**config.mk**
```make
export PLATFORM = sky130hd
export DESIGN_NAME = pmem_write_buffer
export DESIGN_NICKNAME = d
export VERILOG_FILES = /design/src/rtl/pmem_write_buffer_pkg.sv /design/src/rtl/pmem_write_buffer_tag_cam.sv /design/src/rtl/pmem_write_buffer.sv
export SDC_FILE = /design/constraint.sdc
export NUM_CORES = 2
export LEC_CHECK = 0
export CORE_UTILIZATION = 54
export DETAILED_ROUTE_END_ITERATION = 8
export PLACE_DENSITY = 0.83
export SYNTH_ARGS = -nofsm -noshare
export SYNTH_HDL_FRONTEND = slang
export SYNTH_SLANG_ARGS = --single-unit
```
**constraint.sdc**
```tcl
create_clock -name clk -period 37.3 [get_ports clk]
set_clock_uncertainty 0.15 [all_clocks]
set_input_delay 7.46 -clock clk [delete_from_list [all_inputs] [get_ports clk]]
set_output_delay 7.46 -clock clk [all_outputs]
set_load 0.005 [all_outputs]
```
**src/rtl/pmem_write_buffer_pkg.sv**
```systemverilog
// Shared types for the physical-memory write buffer: FSM states, entry layout
// and the line-tag width derived from the 16-byte line offset.
package pmem_write_buffer_pkg;

  localparam int WB_ADDR_W   = 16;
  localparam int WB_LINE_W   = 128;
  localparam int WB_OFFSET_W = 4;
  localparam int WB_TAG_W    = WB_ADDR_W - WB_OFFSET_W;

  typedef enum logic [1:0] {
    WB_IDLE,
    WB_MEM_READ,
    WB_DRAIN,
    WB_RESP
  } wb_state_t;

  typedef struct packed {
    logic                 valid;
    logic [WB_TAG_W-1:0]  tag;
    logic [WB_LINE_W-1:0] data;
  } wb_entry_t;

endpackage

```
**src/rtl/pmem_write_buffer_tag_cam.sv**
```systemverilog
// Combinational tag compare across all buffer entries; the head entry is
// masked out while it is being drained so it is never forwarded or coalesced.
module wb_tag_cam #(
  parameter int DEPTH = 4,
  parameter int TAG_W = 12,
  parameter int IDX_W = 2
) (
  input  logic [DEPTH-1:0]            valid,
  input  logic [DEPTH-1:0][TAG_W-1:0] tags,
  input  logic [TAG_W-1:0]            tag,
  input  logic                        exclude_en,
  input  logic [IDX_W-1:0]            exclude_index,
  output logic                        hit,
  output logic [IDX_W-1:0]            hit_index
);

  // NOTE: every output gets a default before the loop so no latch is inferred.
  always_comb begin
    hit       = 1'b0;
    hit_index = '0;
    for (int i = 0; i < DEPTH; i++) begin
      if (!hit && valid[i] && tags[i] == tag &&
          !(exclude_en && exclude_index == IDX_W'(i))) begin
        hit       = 1'b1;
        hit_index = IDX_W'(i);
      end
    end
  end

endmodule

```
**src/rtl/pmem_write_buffer.sv**
```systemverilog
// Line write buffer between the victim cache and physical memory.
// Define WB_READ_FORWARD_EN to serve read hits from the buffer; otherwise a
// read hit drains the buffer until the matching line has reached memory.
module pmem_write_buffer
  import pmem_write_buffer_pkg::*;
#(
  parameter int DEPTH    = 4,
  parameter int LINE_W   = WB_LINE_W,
  parameter int OFFSET_W = WB_OFFSET_W
) (
  input  logic              clk,
  input  logic              reset,
  input  logic              up_read,
  input  logic              up_write,
  input  logic [15:0]       up_address,
  input  logic [LINE_W-1:0] up_wdata,
  output logic [LINE_W-1:0] up_rdata,
  output logic              up_resp,
  output logic              mem_read,
  output logic              mem_write,
  output logic [15:0]       mem_address,
  output logic [LINE_W-1:0] mem_wdata,
  input  logic [LINE_W-1:0] mem_rdata,
  input  logic              mem_resp
);

  localparam int IDX_W = $clog2(DEPTH);
  localparam int TAG_W = 16 - OFFSET_W;

  wb_state_t state, state_next;
  wb_entry_t entries [DEPTH];
  logic [IDX_W-1:0] head, tail, hit_index;
  logic [IDX_W:0]   count;
  logic             quiet, hit, full;
  logic             do_fwd, do_coalesce, do_push, start_read, start_drain, retire;
  logic [TAG_W-1:0] req_tag;
  logic [DEPTH-1:0]            valid_vec;
  logic [DEPTH-1:0][TAG_W-1:0] tag_vec;

  assign req_tag = up_address[15:OFFSET_W];
  assign full    = (count == (IDX_W+1)'(DEPTH));
  assign retire  = (state == WB_DRAIN) && mem_resp;

  always_comb begin
    for (int i = 0; i < DEPTH; i++) begin
      valid_vec[i] = entries[i].valid;
      tag_vec[i]   = entries[i].tag;
    end
  end

  wb_tag_cam #(.DEPTH(DEPTH), .TAG_W(TAG_W), .IDX_W(IDX_W)) u_cam (
    .valid        (valid_vec),
    .tags         (tag_vec),
    .tag          (req_tag),
    .exclude_en   (state == WB_DRAIN),
    .exclude_index(head),
    .hit          (hit),
    .hit_index    (hit_index)
  );

  // Requests still visible in the cycle after RESP belong to the finished
  // transaction, so IDLE neither serves them nor starts a drain then.
  always_comb begin
    state_next  = state;
    do_fwd      = 1'b0;
    do_coalesce = 1'b0;
    do_push     = 1'b0;
    start_read  = 1'b0;
    start_drain = 1'b0;
    case (state)
      WB_IDLE: if (!quiet) begin
        if (up_read) begin
`ifdef WB_READ_FORWARD_EN
          if (hit) begin
            do_fwd     = 1'b1;
            state_next = WB_RESP;
          end else begin
            start_read = 1'b1;
            state_next = WB_MEM_READ;
          end
`else
          if (hit) begin
            start_drain = 1'b1;
            state_next  = WB_DRAIN;
          end else begin
            start_read = 1'b1;
            state_next = WB_MEM_READ;
          end
`endif
        end else if (up_write) begin
          if (hit) begin
            do_coalesce = 1'b1;
            state_next  = WB_RESP;
          end else if (!full) begin
            do_push    = 1'b1;
            state_next = WB_RESP;
          end else begin
            start_drain = 1'b1;
            state_next  = WB_DRAIN;
          end
        end else if (count != '0) begin
          start_drain = 1'b1;
          state_next  = WB_DRAIN;
        end
      end
      WB_MEM_READ: if (mem_resp) state_next = WB_RESP;
      WB_DRAIN:    if (mem_resp) state_next = WB_IDLE;
      WB_RESP:     state_next = WB_IDLE;
      default:     state_next = WB_IDLE;
    endcase
  end

  assign up_resp   = (state == WB_RESP);
  assign mem_read  = (state == WB_MEM_READ);
  assign mem_write = (state == WB_DRAIN);

  always_ff @(posedge clk or posedge reset) begin
    if (reset) begin
      state       <= WB_IDLE;
      quiet       <= 1'b0;
      head        <= '0;
      tail        <= '0;
      count       <= '0;
      up_rdata    <= '0;
      mem_address <= '0;
      mem_wdata   <= '0;
      // NOTE: entries are flops, not RAM, so they are cleared outright; only
      // the valid bits matter functionally.
      for (int i = 0; i < DEPTH; i++) entries[i] <= '0;
    end else begin
      state <= state_next;
      quiet <= (state == WB_RESP);
      if (do_fwd) up_rdata <= entries[hit_index].data;
      if (state == WB_MEM_READ && mem_resp) up_rdata <= mem_rdata;
      if (do_coalesce) entries[hit_index].data <= up_wdata;
      if (do_push) begin
        entries[tail] <= '{valid: 1'b1, tag: req_tag, data: up_wdata};
        tail          <= tail + IDX_W'(1);
      end
      if (start_read) mem_address <= up_address;
      if (start_drain) begin
        mem_address <= {entries[head].tag, {OFFSET_W{1'b0}}};
        mem_wdata   <= entries[head].data;
      end
      if (retire) begin
        entries[head].valid <= 1'b0;
        head                <= head + IDX_W'(1);
      end
      if (do_push)     count <= count + (IDX_W+1)'(1);
      else if (retire) count <= count - (IDX_W+1)'(1);
    end
  end

endmodule

```
==> flow_summary_export.csv <==
group,metric,value,unit
run_status,status,"finished clean",
placed_design,dp.cells,3421,
finish,layout_commonest_cell,"dfrtp_1",
synth,yosys_register_bits,846,
finish,areaGrowthSynthToFinish,25.74,%
critical_path,arrival,12.41,ns
synth,syn_avg_cell_area,16.95,sq um
clocking,tritoncts,"done",
synth,ys_seq_area_share,59.00,%
floorplanning,die_y,259.8,um
synth,synthesis.area,35880,sq um
synth,synth-edff-count,0,
sta,relSlewSlack,25.29,%
clocking,clkSinkCount,846,
power,peakVddDrop,0.05265,mV
global_routing,grt-ovfl-total,0,
synth,synth.distinct_cells,38,
drt,first_pass_iters,4,
drt,ant_nets,0,
synth,synth_nets,2403,
synth,async_reset_ff_share,100.0,%
global_routing,use_met1,32.57,%
floorplanning,dieArea,67480,sq um
synth,yosysWarnings,0,
floorplanning,num_io_pins,552,
global_routing,track_usage,26.02,%
clocking,cts_max_level,3,
drt,first_iter_violations,1071,
global_routing,grt_pass1_wl,134.9,mm
sta,hold_viol_final,0,
drt,avgViaCountPerCell,5.691,
critical_path,startpoint_type,"input pin",
sta,rsz0062_at_grt,"no",
critical_path,cp.required,37.66,ns
floorplanning,design.core.area,65750,sq um
critical_path,end_kind,"register",
finish,drive_above_1_share,42.38,%
floorplanning,initial_core_util,54.58,%
floorplanning,die_w,259.8,um
power,power_density,84.34,nW/um^2
finish,regArea,21180,sq um
finish,fill_cells,4202,
placed_design,finalWeightedCongestion,0.8595,
critical_path,path_max_fanout,67,
min_path,hold_class,"register to register",
global_routing,antenna_found_initial,23,
global_routing,met3_usage,6.949,%
finish,layout_common_cells,"dfrtp_1 (844), mux2_2 (764), clkdlybuf4s50_1 (551), mux4_2 (140), clkbuf_16 (90)",
clocking,clockRootBuffer,"clkbuf_16",
synth,syn-instance-count,2117,
power,power_leakage,20.05,nW
sta,worst_pin_slew,1.121,ns
clocking,max-clock-path-buffers,3,
clocking,cts.clk_slew.worst_paths,0.06,ns
sta,max_freq,0.08293,GHz
sta,layout_min_cycle_time,12.06,ns
drt,wl_per_cell,23.99,um
global_routing,grt-busiest-layer,"met2",
sta,timing.final.max_slew_violations,0,
drt,dr_total_vias,20460,
drt,wl,86.26,mm
clocking,postCtsSetupBuffers,0,
run,drv_cap,0,
drt,drc,0,
finish,num-nets-final,2933,
clocking,clk_latency,0.63,ns
floorplanning,num_rows,94,
finish,multi_input_area,14000,sq um
sta,final-setup-viol-count,0,
placed_design,dp_hpwl,56.41,mm
synth,synth-main-ff-cell,"dfrtp_1",
finish,fin_cells,3595,
placed_design,io_buffers,551,
global_routing,grt_max_degree,180,
sta,min_period_over_period,32.33,%
global_routing,grt_use_met2,43.57,%
clocking,cts_buffers,88,
critical_path,crit_type,"input pin to register",
clocking,cts_hold_buf,0,
sta,setup_tns,0,ns
global_routing,grt_pass1_vias,23242,
clocking,cts_resized,0,
## worst max-delay path, stage by stage
cell and delay, ns:
clkdlybuf4s50_1 0.75, xor2_1 0.20, a21o_1 0.15, nor4_4 0.07, nor3_1 0.53, nand3_1 0.77
nand2_4 0.20, buf_4 0.74, buf_4 0.90, mux2_2 0.43
## cell families after synthesis
family                   after synthesis  share of synthesized area (%)
AO/OA/AOI/OAI                         26                         0.4673
flip-flops                           846                          59.00
adder cells (fa/ha/maj)                9                         0.3138
multiplexers                         985                          35.88
AND/OR/NAND/NOR                       54                         0.9590
buffers and inverters                144                          2.089
XOR/XNOR                              53                          1.294
## path summary, 6_finish.rpt
kind / slack [ns] / depth (start not counted) / end / from
min reg2reg: 0.34 / 1 / entries[295] / entries[295]
max reg2reg: 31.84 / 10 / entries[224] / head[0]
max: 25.24 / 10 / entries[224] / up_address[7]
min: 0.34 / 1 / entries[295] / entries[295]
min in group asynchronous: 7.31 / 2 / up_rdata[7] / reset
max in group asynchronous: 27.31 / 4 / entries[109] / reset
## synth_stat cells (5+ instances only)
cell | count | area, sq um
mux2_1 | 21 | 236.5
mux2_2 | 764 | 8603
mux4_2 | 140 | 3153
nand4_1 | 12 | 75.07
nor2_1 | 11 | 41.29
a21o_1 | 5 | 37.54
nand2_1 | 11 | 41.29
mux2_4 | 56 | 840.8
inv_1 | 7 | 26.28
dfrtp_1 | 846 | 21170
a21oi_1 | 12 | 60.06
buf_4 | 5 | 37.54
xnor2_1 | 49 | 429.2
clkbuf_1 | 45 | 168.9
buf_1 | 5 | 18.77
buf_6 | 14 | 157.7
ha_1 | 9 | 112.6
buf_2 | 68 | 340.3
## report_power, final
part	total (mW)	switching, mW	internal, mW
sequential	1.58	0.253	1.33
combinational	1.31	0.452	0.860
clock	0.914	0.366	0.548
## final cells by class
type	count	area share (%)
antenna	15	0.08320
clock buffer	122	5.724
clock inverter	37	1.057
inverter	7	0.07488
multi-input combinational	1127	31.04
sequential	846	46.94
tap	864	2.396
timing repair buffer	577	12.68
## stage by stage
stage               worst slack (ns)  hold WS, ns  power (mW)  cell area [sq um]  util (%)
floorplan                      5.920       0.3094       2.337              35880         -
global placement               24.76       0.3183       2.830              42020     63.91
detailed placement             24.65       0.3302       2.909              42020     63.91
CTS                            25.31       0.3433       3.842              45080     68.57
global route                   25.02       0.3598       4.003              45110     68.61
finish                         25.24       0.3375       3.805              45120     68.62
## flip-flops by register name, summed over array words and instances (netlist names), named ones only
signal       cells
count            3
entries        516
head             2
mem_address     16
mem_wdata      128
quiet            1
state            2
tail             2
up_rdata       128
## layer usage
| layer | vias to the layer above | share of wire, % |
|---|---|---|
| met5 | - | 0.11 |
| met4 | 14 | 2.5 |
| met3 | 128 | 6.5 |
| met2 | 527 | 52 |
| met1 | 10945 | 39 |
| li1 | 8846 | - |
Power figures use the tool's default switching activity.
